### config.mk
export PLATFORM = sky130hd
export DESIGN_NAME = uart_rx_oversampled
export DESIGN_NICKNAME = d
export VERILOG_FILES = /design/src/rtl/uart_rx_oversampled.sv
export SDC_FILE = /design/constraint.sdc
export NUM_CORES = 1
export LEC_CHECK = 0
export BUFFER_PORTS_ARGS = -buffer_cell sky130_fd_sc_hd__buf_2
export CAP_MARGIN = 15
export CORE_UTILIZATION = 54
export DETAILED_ROUTE_END_ITERATION = 10
export HOLD_SLACK_MARGIN = 0.12
export PLACE_DENSITY_LB_ADDON = 0.05
export SYNTH_ARGS = -nofsm -noshare
export SYNTH_HDL_FRONTEND = slang
export SYNTH_SLANG_ARGS = --single-unit
### constraint.sdc
create_clock -name clk -period 1.9 [get_ports clk]
set_input_delay 0.095 -clock clk [delete_from_list [all_inputs] [get_ports clk]]
set_output_delay 0.095 -clock clk [all_outputs]
set_load 0.005 [all_outputs]
### src/rtl/uart_rx_oversampled.sv
// Oversampling UART receiver: start, 8 data bits LSB first, even-XOR parity, stop; majority-vote sampling.
// Latency: line-to-arm is 3 clk (2-flop sync + edge history); byte/flags register 1 clk after the stop-bit mid-sample tick.
// Backpressure: rx_valid holds until rx_valid && rx_ready; a new byte overwrites an unaccepted one and sets overrun_err.
//
// Ports:
//   clk, reset_n          system clock (rising edge), asynchronous active-low reset
//   baud_sel[1:0]         00=4800, 01=9600, 10=19200, 11=38400; latched when a start edge arms the receiver
//   rx_line               asynchronous serial input, idles high
//   rx_ready              consumer accepts rx_data when rx_valid && rx_ready
//   rx_data[7:0]          last received byte
//   rx_valid              byte available, held until accepted
//   parity_err            parity mismatch on the byte in rx_data
//   frame_err             stop bit sampled low on the byte in rx_data
//   overrun_err           previous byte was still unaccepted when this one landed
//   busy                  receiver is inside a frame
module uart_rx_oversampled #(
    parameter int CLK_FREQ   = 50000000,
    parameter int OVERSAMPLE = 16
) (
    input  logic       clk,
    input  logic       reset_n,
    input  logic [1:0] baud_sel,
    input  logic       rx_line,
    input  logic       rx_ready,
    output logic [7:0] rx_data,
    output logic       rx_valid,
    output logic       parity_err,
    output logic       frame_err,
    output logic       overrun_err,
    output logic       busy
);

    // Sample-tick divisors, one per baud rate.
    localparam int DIV_4800  = CLK_FREQ / (4800  * OVERSAMPLE);
    localparam int DIV_9600  = CLK_FREQ / (9600  * OVERSAMPLE);
    localparam int DIV_19200 = CLK_FREQ / (19200 * OVERSAMPLE);
    localparam int DIV_38400 = CLK_FREQ / (38400 * OVERSAMPLE);
    // The slowest rate has the largest divisor and sets the counter width.
    localparam int TW = (DIV_4800 > 1) ? $clog2(DIV_4800) : 1;

    typedef enum logic [2:0] {
        S_IDLE,
        S_START,
        S_DATA,
        S_PARITY,
        S_STOP
    } state_t;

    state_t          state;
    logic [1:0]      baud_lat;
    logic [TW-1:0]   tick_cnt;
    logic [TW-1:0]   div_m1;
    logic [3:0]      os_cnt;
    logic [2:0]      bit_cnt;
    logic [7:0]      shift;
    logic            par_bad;
    logic            samp_7;
    logic            samp_8;

    // Input synchronizer plus one history flop for falling-edge detection.
    logic            sync_meta;
    logic            sync_cur;
    logic            sync_prev;
    // Counts the cycles since reset release until sync_prev holds a real line
    // sample; the reset value of 1 in the flops must not look like an idle line.
    logic [1:0]      fill_cnt;

    logic            start_edge;
    logic            tick;
    logic            resolve;
    logic            bit_end;
    logic            maj;

    always_ff @(posedge clk or negedge reset_n) begin
        if (!reset_n) begin
            sync_meta <= 1'b1;
            sync_cur  <= 1'b1;
            sync_prev <= 1'b1;
            fill_cnt  <= 2'd0;
        end else begin
            sync_meta <= rx_line;
            sync_cur  <= sync_meta;
            sync_prev <= sync_cur;
            if (fill_cnt != 2'd3) begin
                fill_cnt <= fill_cnt + 2'd1;
            end
        end
    end

    // A low line present at reset release never arms: the edge needs a sampled high first.
    assign start_edge = (fill_cnt == 2'd3) && sync_prev && !sync_cur;

    always_comb begin
        div_m1 = TW'(DIV_9600 - 1);
        case (baud_lat)
            2'b00:   div_m1 = TW'(DIV_4800  - 1);
            2'b01:   div_m1 = TW'(DIV_9600  - 1);
            2'b10:   div_m1 = TW'(DIV_19200 - 1);
            default: div_m1 = TW'(DIV_38400 - 1);
        endcase
    end

    assign tick    = (state != S_IDLE) && (tick_cnt == div_m1);
    assign resolve = tick && (os_cnt == 4'd9);
    assign bit_end = tick && (os_cnt == 4'd15);
    // Third vote is the live sample taken on the resolving tick itself.
    assign maj     = (samp_7 & samp_8) | (samp_7 & sync_cur) | (samp_8 & sync_cur);

    always_ff @(posedge clk or negedge reset_n) begin
        if (!reset_n) begin
            state       <= S_IDLE;
            baud_lat    <= 2'b00;
            tick_cnt    <= '0;
            os_cnt      <= 4'd0;
            bit_cnt     <= 3'd0;
            shift       <= 8'h00;
            par_bad     <= 1'b0;
            samp_7      <= 1'b0;
            samp_8      <= 1'b0;
            rx_data     <= 8'h00;
            rx_valid    <= 1'b0;
            parity_err  <= 1'b0;
            frame_err   <= 1'b0;
            overrun_err <= 1'b0;
            busy        <= 1'b0;
        end else begin
            // Acceptance drops valid; a same-cycle new byte below overrides this.
            if (rx_valid && rx_ready) begin
                rx_valid <= 1'b0;
            end

            if (state != S_IDLE) begin
                if (tick) begin
                    tick_cnt <= '0;
                    os_cnt   <= os_cnt + 4'd1;
                end else begin
                    tick_cnt <= tick_cnt + TW'(1);
                end
                if (tick && (os_cnt == 4'd7)) begin
                    samp_7 <= sync_cur;
                end
                if (tick && (os_cnt == 4'd8)) begin
                    samp_8 <= sync_cur;
                end
            end

            unique case (state)
                S_IDLE: begin
                    if (start_edge) begin
                        baud_lat <= baud_sel;
                        tick_cnt <= '0;
                        os_cnt   <= 4'd0;
                        bit_cnt  <= 3'd0;
                        state    <= S_START;
                        busy     <= 1'b1;
                    end
                end
                S_START: begin
                    if (resolve && maj) begin
                        // Glitch shorter than half a bit: drop back silently.
                        state <= S_IDLE;
                        busy  <= 1'b0;
                    end else if (bit_end) begin
                        state <= S_DATA;
                    end
                end
                S_DATA: begin
                    if (resolve) begin
                        shift <= {maj, shift[7:1]};
                    end
                    if (bit_end) begin
                        bit_cnt <= bit_cnt + 3'd1;
                        if (bit_cnt == 3'd7) begin
                            state <= S_PARITY;
                        end
                    end
                end
                S_PARITY: begin
                    if (resolve) begin
                        par_bad <= (maj != (^shift));
                    end
                    if (bit_end) begin
                        state <= S_STOP;
                    end
                end
                S_STOP: begin
                    // Leave at mid-stop so a following start edge is never missed.
                    if (resolve) begin
                        rx_data     <= shift;
                        parity_err  <= par_bad;
                        frame_err   <= !maj;
                        rx_valid    <= 1'b1;
                        overrun_err <= rx_valid && !rx_ready;
                        state       <= S_IDLE;
                        busy        <= 1'b0;
                    end
                end
                default: begin
                    state <= S_IDLE;
                    busy  <= 1'b0;
                end
            endcase
        end
    end

endmodule

# After elaboration in Yosys (flattened, before gate mapping)
# Cells that the tools add are included.
word_totals:
  register_bits: 51
  word_cells: 106
  out_inout_bits: 13
  input_bits: 6
classes:
  bitwise: 6
  mux: 27
  eq_ne: 22
  n_reduce_logical: 28
  add_sub_neg: 4
ops:
  columns: ["operator", "n"]
  rows:
  - ["10-bit two-way mux", 4]
  - ["10-bit one-hot mux with 3 select lines", 1]
  - ["3-bit two-way mux", 9]
  - ["4-bit two-way mux", 4]
  - ["3-bit one-hot mux with 5 select lines", 1]
  - ["2-bit inequality test (second input constant)", 7]
  - ["4-bit == test (second input constant)", 3]
  - ["2-bit AND reduction", 6]
  - ["10-bit by 1-bit adder with 10-bit output (second input constant)", 1]
  - ["10-bit == test", 1]
  - ["1-bit logical AND", 10]
  - ["8-bit XOR reduction", 1]
  - ["3-bit by 2-bit == test with 1-bit output (second input constant)", 2]
  - ["3-bit == test (second input constant)", 2]
  - ["1-bit two-way mux", 6]
  - ["3-bit one-hot mux with 2 select lines", 1]
  - ["6-bit AND reduction", 1]
  - ["4-bit by 1-bit adder with 4-bit output (second input constant)", 1]
  - ["2-bit == test (second input constant)", 2]
  - ["4-bit by 3-bit == test with 1-bit output (second input constant)", 1]
  - ["1-bit one-hot mux with 4 select lines", 1]
  - ["4-bit AND reduction", 1]
  - ["3-bit by 1-bit adder with 3-bit output (second input constant)", 1]
  - ["1-bit bitwise AND", 3]
  - ["14 further kinds", 17]

# Longest topological paths before layout
# Gate-level depths: netlist (run 1).
logic_depth:
  ltp_word: 8
  mapped_depth: 8
  depth_no_buf: 7

# Worst setup path after synthesis (run 1)
# OpenSTA, ideal clock, no wires.
synth_path:
  path_kind: "flip-flop to flip-flop"
  startpoint: "reg baud_lat[0]"
  endpoint: "reg os_cnt[1]"
  n_path_buf: 1
  path_stages_with_launch: 7
  arrival_time_ns: 1.895
  setup_ns: 0.128
  required_time_ns: 1.772
  setup_slack_ns: -0.123
  period_less_slack_ns: 2.023
  cell_sequence: "dfrtp_1 -> or3b_1 -> a21oi_4 -> o21a_1 -> and4_1 -> buf_2 -> mux2_1"
synth_between:
  elab_chain_cells: 8
  word_cells_on_any_way: 10
  cone_classes: "eq/ne: 3; mux: 5; reduce/logical: 2"
synth_rtl:
  columns: ["item", "line", "rtl"]
  rows:
  - ["start: declaration", "50", "logic [1:0] baud_lat;"]
  - ["start signal: assignment", "150", "baud_lat <= baud_sel;"]
  - ["2-bit == test (tied with other cells)", "95", "case (baud_lat)"]
  - ["10-bit one-hot mux with 3 select lines *", "95", null]
  - ["10-bit == test *", "103", "assign tick = (state != S_IDLE) && (tick_cnt == div_m1);"]
  - ["1-bit logical AND *", "103", null]
  - ["4-bit two-way mux *", "133", "if (tick) begin"]
  - ["4-bit two-way mux *", "132", "if (state != S_IDLE) begin"]
  - ["4-bit two-way mux", "149", "if (start_edge) begin"]
  - ["4-bit two-way mux *", "147", "unique case (state)"]
  - ["end signal: assignment", "135", "os_cnt <= os_cnt + 4'd1;"]
  - ["end: declaration", "53", "logic [3:0] os_cnt;"]
# Every way passes the cells marked *; elsewhere a longest branch is shown, timed or not.
# A chain may end at the register's enable or synchronous reset.

# Worst setup path in the final report (run 1)
layout_path:
  startpoint: "reg baud_lat[0]"
  endpoint: "reg rx_data[3]"
layout_between:
  elab_chain_cells: 6
  word_cells_on_any_way: 8
  cone_classes: "eq/ne: 3; mux: 1; reduce/logical: 4"
layout_rtl:
  columns: ["item", "line", "rtl"]
  rows:
  - ["2-bit == test (tied with other cells)", "95", null]
  - ["10-bit one-hot mux with 3 select lines *", "95", null]
  - ["10-bit == test *", "103", null]
  - ["1-bit logical AND *", "103", null]
  - ["1-bit logical AND *", "104", "assign resolve = tick && (os_cnt == 4'd9);"]
  - ["2-bit AND reduction (no source line) *", null, null]
  - ["end signal: assignment", "189", "rx_data <= shift;"]
  - ["end: declaration", "25", "output logic [7:0] rx_data,"]
# Marked as above.

==> impl_metrics.toml, run 1 <==
[clocking]
ctsHtreeMaxLevel = 2
clockBufferDepth = 2
tritoncts = "yes"
cts_buffers = 5
clkTransAtPathRegs_ns = 0.10
clk_latency_ns = 0.31
clock-root-buffer = "clkbuf_8"
numClockSinks = 51

[sta]
skew_ns = 0.0138
rsz0062_at_grt = "yes"
fin_ws_ns = -0.0974
setup-violations-final = 27
fin_setup_tns_ns = -1.85
relSlewSlack = 0.669
fin_crit_sh = 1.05
fin_crit_ns = 2.00
hold_viol = 0
final_max_slew_viol_count = 0
fmax_ghz = 0.501
tightest_slew_ns = 0.493

[synthesis]
synth_area_leaders = "dfrtp_1 (43%), mux2_2 (5.2%), xnor2_1 (4.7%)"
synth-seq-cells = 51
synth_top_area_share = 0.426
synthCells = 254
synthDistinctLibCells = 61
netlist_area_mm2 = 0.00282
synth_fp_nets = 267
synth_edf_count = 0
ys_dominant_reg_cell = "dfrtp_1"
yosysWarnings = 0
async_flop_share = 1.00
synth_area_leader_cell = "dfrtp_1"
ys_seq_area_frac = 0.454
avgSynthCellArea_um2 = 11.1

[place]
numPortBuffers = 18
place_area_mm2 = 0.00318
dpl.hpwl_um = 3930
gp_congestion = 0.819

[pwr]
p_total_uw = 3120
p_leak_uw = 0.00166
vdd_drop_max_mv = 0.480
power_density_mw_per_mm2 = 892

[final_layout]
fill_cells = 359
layout_commonest_cell = "dfrtp_1"
nets = 323
fin_util = 0.716
drive_gt1_frac = 0.389
final_cell_mix = "dfrtp_1 (44), buf_4 (30), nand2_1 (22)"
final_area_mm2 = 0.00349
area_growth_syn_to_layout_pct = 24.0
diodes = 0

[grt]
grt_first_pass_wirelength_um = 9150
grt_max_degree = 52
antenna_found_initial = 0
grt_use_total = 0.224
grt_pass1_vias = 1935
grt-ovfl-total = 0

[critical_path]
reg2reg_depth = 7
rr_endpoint = "rx_data[3]$_DFFE_PN0P_"
reg2reg_from = "baud_lat[0]$_DFFE_PN0P_"
cp.arrival_ns = 2.19
start_kind = "flip-flop"
worst-setup-path-type = "flip-flop to flip-flop"
end_kind = "flip-flop"
r2r_slack_ns = -0.1
worst_ep_required_time_ns = 2.09
cp_max_fo = 12

[routing]
vias = 2021
dr.pass1.iters = 4
wl_um = 5650
vias_per_cell = 5.35
ant_nets = 0
drt_iter0_drc = 110
wire_per_inst_um = 14.9
drc = 0

[floorplan]
pin_count = 19
fp.coreArea_mm2 = 0.00488
start_util = 0.578
die_h_um = 74.3
dieArea_mm2 = 0.00551
die_w_um = 74.3
fp-row-count = 25

[status]
status = "finished, violations left"
violations = "setup timing"

[job]
cap_violations = 0

[hold_path]
hp-class = "primary input to asynchronous set/reset pin"
==> cells in the mapped netlist (3+ instances only) <==
cell,instances
nand3_1,8
nand4_1,7
ha_1,7
dfstp_2,3
mux2i_1,8
dfrtp_1,48
buf_6,3
inv_1,11
xnor2_1,15
and3_1,3
or3_1,4
nor3_1,16
buf_4,3
mux2_2,13
mux2_4,8
nor2_1,13
nand2_1,24
and2_1,3
clkbuf_1,3
o21ai_0,4
==> critical path, cell delays in order, from the launching register on <==
cell and delay [ns]:
dfrtp_2 0.47, nand3b_4 0.17, or3b_4 0.40, buf_6 0.13, a2bb2oi_4 0.14, nand3_2 0.10
buf_12 0.17, mux2_4 0.29
==> power breakdown <==
part | internal (uW) | leakage (uW) | switching, uW | total [uW]
clock | 269 | 0.0000452 | 379 | 647
combinational | 594 | 0.000947 | 532 | 1130
sequential | 1180 | 0.000665 | 161 | 1350
total | 2050 | 0.00166 | 1070 | 3120
==> logic make-up (layout without fill, tap and decap cells) <==
group,after synthesis,count (layout),synth area share
AO/OA/AOI/OAI,21,21,0.0701
XOR/XNOR,17,17,0.0528
adder cells (fa/ha/maj),8,8,0.0346
buffers and inverters,22,79,0.0422
flip-flops,51,51,0.454
multiplexers,31,31,0.131
AND/OR/NAND/NOR,104,104,0.215
==> layer usage <==
metal  up-vias  track usage  routed length, um
met4         0       0.0566                 48
met5         -            0                  0
met3         4       0.0407                155
li1       1009            -                  -
met2        34        0.348               2610
met1       974        0.325               2830
==> layout make-up <==
class,instances,area (um2),share of cell area
Clock inverter,3,25.0,0.00716
Inverter,11,41.3,0.0118
Timing Repair Buffer,60,470,0.135
Sequential cell,51,1280,0.368
Clock buffer,5,68.8,0.0197
Multi-Input combinational cell,181,1520,0.435
Tap cell,67,83.8,0.0240
==> how the worst max path moves through the flow <==
| stage | start | cells after the start | to | slack (ns) |
|---|---|---|---|---|
| after floorplan | baud_lat[0]$_DFFE_PN0P_ | 6 | samp_8$_DFFE_PN0P_ | -0.12 |
| after global placement | baud_lat[0]$_DFFE_PN0P_ | 5 | samp_8$_DFFE_PN0P_ | -0.10 |
| after detailed placement | baud_lat[0]$_DFFE_PN0P_ | 7 | shift[2]$_DFFE_PN0P_ | -0.14 |
| after CTS | baud_lat[0]$_DFFE_PN0P_ | 7 | rx_data[3]$_DFFE_PN0P_ | -0.11 |
| after global routing | baud_lat[0]$_DFFE_PN0P_ | 7 | rx_data[3]$_DFFE_PN0P_ | -0.17 |
| final | baud_lat[0]$_DFFE_PN0P_ | 7 | rx_data[3]$_DFFE_PN0P_ | -0.1 |
==> through the flow <==
step	hold WS [ns]	instances	worst slack (ns)
after detailed placement	0.108	358	-0.143
after global placement	0.108	358	-0.101
after CTS	0.288	377	-0.106
final	0.317	378	-0.0974
after global routing	0.349	378	-0.165
after floorplan	-0.201	254	-0.115
==> sequential cells by signal, indices dropped and copies added (netlist names), 2 cells and up <==
signal	cells
baud_lat	2
state	3
rx_data	8
tick_cnt	10
os_cnt	4
shift	8
fill_cnt	2
bit_cnt	3
==> repair_timing <==
item | CTS | global route
endpoints found under the setup margin | 35 | 40
setup buffers | 6 | 1
hold buffers | 5 | 0
gates resized for setup | 18 | 10
hold endpoints to repair | 55 | 0
pin swaps | 7 | 4
Note: power is estimated with default switching activity, not from simulation.
==> run 2, diff against run 1 <==
Settings changed: MAX_ROUTING_LAYER from default to met4.
==> impl_metrics.toml, run 2 (synthesis results as in run 1) <==
[floorplan]
die_w_um = 74.3
fp-row-count = 25
start_util = 0.578
die_h_um = 74.3
fp.coreArea_mm2 = 0.00488
dieArea_mm2 = 0.00551
pin_count = 19

[routing]
wire_per_inst_um = 14.9
drc = 0
ant_nets = 0
wl_um = 5640
vias_per_cell = 5.42
drt_iter0_drc = 93
vias = 2047
dr.pass1.iters = 4

[critical_path]
r2r_slack_ns = -0.09
critPathMaxStageDelay_ns = 0.47
crit_chain = "nand3b_4 > or3b_4 > buf_6 > a2bb2oi_4 > nand3_2 > buf_12 > mux2_4"
reg2reg_from = "baud_lat[0]$_DFFE_PN0P_"
rr_endpoint = "rx_data[3]$_DFFE_PN0P_"
start_kind = "flip-flop"
cpMaxStageDelayCell = "dfrtp_2"
reg2reg_depth = 7
cp_max_fo = 12
cp.arrival_ns = 2.19
end_kind = "flip-flop"
worst-setup-path-type = "flip-flop to flip-flop"
worst_ep_required_time_ns = 2.09

[status]
status = "finished, violations left"
violations = "setup timing"

[sta]
setup-violations-final = 27
tightest_slew_ns = 0.483
relSlewSlack = 0.675
fin_crit_ns = 1.99
fin_ws_ns = -0.0944
final_max_slew_viol_count = 0
skew_ns = 0.0136
rsz0062_at_grt = "yes"
hold_viol = 0
fin_crit_sh = 1.05
fmax_ghz = 0.501
fin_setup_tns_ns = -1.69

[clocking]
clockBufferDepth = 2
clkTransAtPathRegs_ns = 0.10
cts_buffers = 5
clock-root-buffer = "clkbuf_8"
clk_latency_ns = 0.31
ctsHtreeMaxLevel = 2
numClockSinks = 51
tritoncts = "yes"

[final_layout]
reg_top3 = "tick_cnt: 10 flops, rx_data: 8 flops, shift: 8 flops"
diodes = 0
layout_commonest_cell = "dfrtp_1"
largest-register = "tick_cnt"
final_cell_mix = "dfrtp_1 (44), buf_4 (30), nand2_1 (22)"
drive_gt1_frac = 0.383
largest_reg_flops = 10
nets = 323
fin_cells = 378
area_growth_syn_to_layout_pct = 23.5
final_area_mm2 = 0.00348

[place]
dpl.hpwl_um = 3930
dp_slack_ns = -0.143
gp_congestion = 0.831
dp_cells = 358
place_area_mm2 = 0.00318
numPortBuffers = 18

[pwr]
p_int_uw = 2040
netSwitchingPower_uw = 1060
power_frac_seq = 0.435
vdd_drop_max_mv = 0.479
p_total_uw = 3090
clkPwrFrac = 0.208
comb_power_share = 0.357
sw_frac_of_total = 0.342
p_leak_uw = 0.00164
power_density_mw_per_mm2 = 888

[grt]
grt-ovfl-total = 0
grt_max_degree = 52
grt_use_total = 0.231
antenna_found_initial = 0
grt_pass1_vias = 1930
grt_first_pass_wirelength_um = 9150

[hold_path]
hp-class = "primary input to asynchronous set/reset pin"

[job]
cap_violations = 0
run 2: cell count changes in the layout (fill, tap and decap cells not counted):
cell,previous run,this run
nand2_2,1,2
and2_1,2,3
nand2_4,1,0
and2_4,1,0
nand3_1,5,6
nand3_2,4,3
run 2: critical path, delay by kind of cell (launching register included):
family                 cells  cell delay, ns
AOI/OAI and AO/OA          1            0.14
buffers and inverters      2            0.30
DFF                        1            0.47
muxes                      1            0.29
and+or+nand+nor            3            0.67
run 2: per-layer routing:
| layer | track usage | vias to the layer above | wire length [um] |
|---|---|---|---|
| met1 | 0.325 | 997 | 2770 |
| met5 | - | - | 0 |
| li1 | - | 1009 | - |
| met2 | 0.348 | 37 | 2620 |
| met4 | 0.0566 | 0 | 48 |
| met3 | 0.0407 | 4 | 201 |
run 2: power groups by stage:
stage	clock [uW]	combinational [uW]	sequential [uW]
after CTS	678	1030	1320
after global routing	707	1210	1360
after detailed placement	0	896	1330
after global placement	0	890	1330
final	643	1100	1350
after floorplan	0	636	1270
run 2: worst max path at each step:
| stage | to | start | slack (ns) |
|---|---|---|---|
| after floorplan | samp_8$_DFFE_PN0P_ | baud_lat[0]$_DFFE_PN0P_ | -0.12 |
| after global placement | samp_8$_DFFE_PN0P_ | baud_lat[0]$_DFFE_PN0P_ | -0.10 |
| after detailed placement | shift[2]$_DFFE_PN0P_ | baud_lat[0]$_DFFE_PN0P_ | -0.14 |
| after CTS | rx_data[3]$_DFFE_PN0P_ | baud_lat[0]$_DFFE_PN0P_ | -0.11 |
| after global routing | rx_data[3]$_DFFE_PN0P_ | baud_lat[0]$_DFFE_PN0P_ | -0.17 |
| final | rx_data[3]$_DFFE_PN0P_ | baud_lat[0]$_DFFE_PN0P_ | -0.09 |
run 2: cell type report:
cell class / instances / area (um2)
Multi-Input combinational cell: 181 / 1510
Sequential cell: 51 / 1280
Clock inverter: 3 / 25.0
Clock buffer: 5 / 68.8
Fill cell: 362 / 1400
Timing Repair Buffer: 60 / 470
Inverter: 11 / 41.3
Tap cell: 67 / 83.8
run 2: repair_timing:
item	in CTS	in global routing
hold buffers	5	0
endpoints found under the setup margin	35	40
gates resized for setup	18	7
setup buffers	6	1
gates cloned	0	0
pin swaps	7	2
endpoints found under the hold margin	55	0
run 2: stage by stage:
step	hold slack [ns]	util
global placement	0.108	0.651
detailed placement	0.108	0.651
global route	0.349	0.714
CTS	0.288	0.706
finish	0.318	0.714
floorplan	-0.201	-
==> run 3, diff against run 2 <==
Settings changed: CAP_MARGIN 15 to default, CORE_UTILIZATION 54 to 65.
Clock period 1.9 ns to 2.4 ns, I/O delays scaled along.
==> impl_metrics.toml, run 3 (synthesis results as in run 1) <==
[critical_path]
worst-setup-path-type = "flip-flop to flip-flop"
reg2reg_from = "baud_lat[0]$_DFFE_PN0P_"
end_kind = "flip-flop"
cp.arrival_ns = 2.47
start_kind = "flip-flop"
reg2reg_depth = 5
r2r_slack_ns = 0.11
rr_endpoint = "shift[6]$_DFFE_PN0P_"
worst_ep_required_time_ns = 2.58
cp_max_fo = 14

[clocking]
clock-root-buffer = "clkbuf_8"
clk_latency_ns = 0.30
clockBufferDepth = 2
cts_buffers = 5
ctsHtreeMaxLevel = 2
tritoncts = "yes"
numClockSinks = 51
postCtsSetupBuffers = 0
clkTransAtPathRegs_ns = 0.10

[final_layout]
fin_cells = 331
largest_reg_flops = 10
drive_gt1_frac = 0.256
largest-register = "tick_cnt"
final_cell_mix = "dfrtp_1 (48), nand2_1 (24), buf_2 (18)"
reg_top3 = "tick_cnt: 10 flops, rx_data: 8 flops, shift: 8 flops"
fill_cells = 282
layout_commonest_cell = "dfrtp_1"
area_growth_syn_to_layout_pct = 11.5
nets = 293
diodes = 0

[grt]
grt-ovfl-total = 0
grt_util_met3 = 0.0400
grt_max_degree = 31
grt_use_total = 0.282
grt_first_pass_wirelength_um = 9090
grt_use_met2 = 0.449
antenna_found_initial = 0
grt_pass1_vias = 1898
met1_usage = 0.367
grt_busiest_layer = "met2"

[routing]
wl_um = 5450
ant_nets = 0
vias = 1939
drt_iter0_drc = 121
dr.pass1.iters = 4
vias_per_cell = 5.86
drc = 0
wire_per_inst_um = 16.5

[hold_path]
hp-class = "primary input to asynchronous set/reset pin"

[sta]
tightest_slew_ns = 0.486
fin_crit_ns = 2.29
setup-violations-final = 0
relSlewSlack = 0.676
rsz0062_at_grt = "no"
skew_ns = 0.00976
fin_setup_tns_ns = 0
fin_crit_sh = 0.953
hold_viol = 0
final_max_slew_viol_count = 0
fmax_ghz = 0.437

[place]
gp_congestion = 0.915
dpl.hpwl_um = 3900
numPortBuffers = 18
dp_cells = 318

[pwr]
p_leak_uw = 0.00149
comb_power_share = 0.224
netSwitchingPower_uw = 730
power_frac_seq = 0.470
vdd_drop_max_mv = 0.695
p_int_uw = 1600
clkPwrFrac = 0.306
power_density_mw_per_mm2 = 740
sw_frac_of_total = 0.313

[floorplan]
start_util = 0.690
fp.coreArea_mm2 = 0.00409
die_w_um = 67.9
pin_count = 19
die_h_um = 67.9
dieArea_mm2 = 0.00460
fp-row-count = 23

[job]
cap_violations = 0

[status]
status = "finished, final reports clean"
run 3: changes by cell type in the layout (fill, tap and decap cells not counted), sizes merged:
| cell | previous run | this run |
|---|---|---|
| inv | 13 | 12 |
| clkinvlp | 1 | 0 |
| buf | 55 | 25 |
| bufinv | 0 | 2 |
run 3: worst max path at each step:
| stage | to | start | cells past startpoint | slack, ns |
|---|---|---|---|---|
| global placement | rx_data[5]$_DFFE_PN0P_ | baud_lat[0]$_DFFE_PN0P_ | 5 | 0.17 |
| CTS | overrun_err$_DFFE_PN0P_ | baud_lat[0]$_DFFE_PN0P_ | 5 | 0.12 |
| global route | shift[6]$_DFFE_PN0P_ | baud_lat[0]$_DFFE_PN0P_ | 5 | 0.02 |
| finish | shift[6]$_DFFE_PN0P_ | baud_lat[0]$_DFFE_PN0P_ | 5 | 0.11 |
| detailed placement | overrun_err$_DFFE_PN0P_ | baud_lat[0]$_DFFE_PN0P_ | 5 | 0.13 |
| floorplan | os_cnt[1]$_DFF_PN0_ | baud_lat[0]$_DFFE_PN0P_ | 6 | 0.38 |
run 3: area by class of cell:
class                           instances  area, um2  area share
Tap cell                               50       62.6      0.0199
Clock inverter                          3       71.3      0.0227
Clock buffer                            5       68.8      0.0219
Sequential cell                        51       1280       0.407
Timing Repair Buffer                   30        193      0.0613
Inverter                               11       41.3      0.0131
Multi-Input combinational cell        181       1430       0.454
run 3: layer usage:
| layer | share of wire | wire (um) | vias to the layer above |
|---|---|---|---|
| li1 | - | - | 955 |
| met1 | 0.45 | 2470 | 928 |
| met2 | 0.49 | 2660 | 44 |
| met3 | 0.036 | 195 | 12 |
| met4 | 0.021 | 115 | 0 |
| met5 | 0 | 0 | - |
run 3: metrics by stage:
stage / setup WS [ns] / hold WS, ns / total power (uW) / util / cell area [um2]
3_5_place_dp: 0.132 / 0.0999 / 1620 / 0.721 / 2950
6_report: 0.113 / 0.292 / 2330 / 0.769 / 3140
3_3_place_gp: 0.167 / 0.101 / 1600 / 0.721 / 2950
4_1_cts: 0.121 / 0.306 / 2340 / 0.768 / 3140
5_1_grt: 0.0223 / 0.369 / 2460 / 0.769 / 3140
2_1_floorplan: 0.377 / -0.176 / 1510 / - / 2820
run 3: what timing repair did:
item / in CTS / in global routing
setup endpoints to repair: 0 / 8
hold endpoints to repair: 25 / 0
gates resized for setup: 0 / 1
hold buffers: 5 / 0
run 3: worst max-delay path, stage by stage, from the launching register on:
cell and delay (ns):
dfrtp_1 0.57, or2b_1 0.30, nand2_1 0.15, nor3b_1 0.39
nand4_2 0.35, mux2_2 0.40
run 3: power by group through the flow:
stage	clock network (uW)	logic, uW	registers [uW]
3_3_place_gp	0	496	1100
6_report	713	521	1090
3_5_place_dp	0	510	1110
5_1_grt	760	586	1110
2_1_floorplan	0	504	1010
4_1_cts	725	518	1090
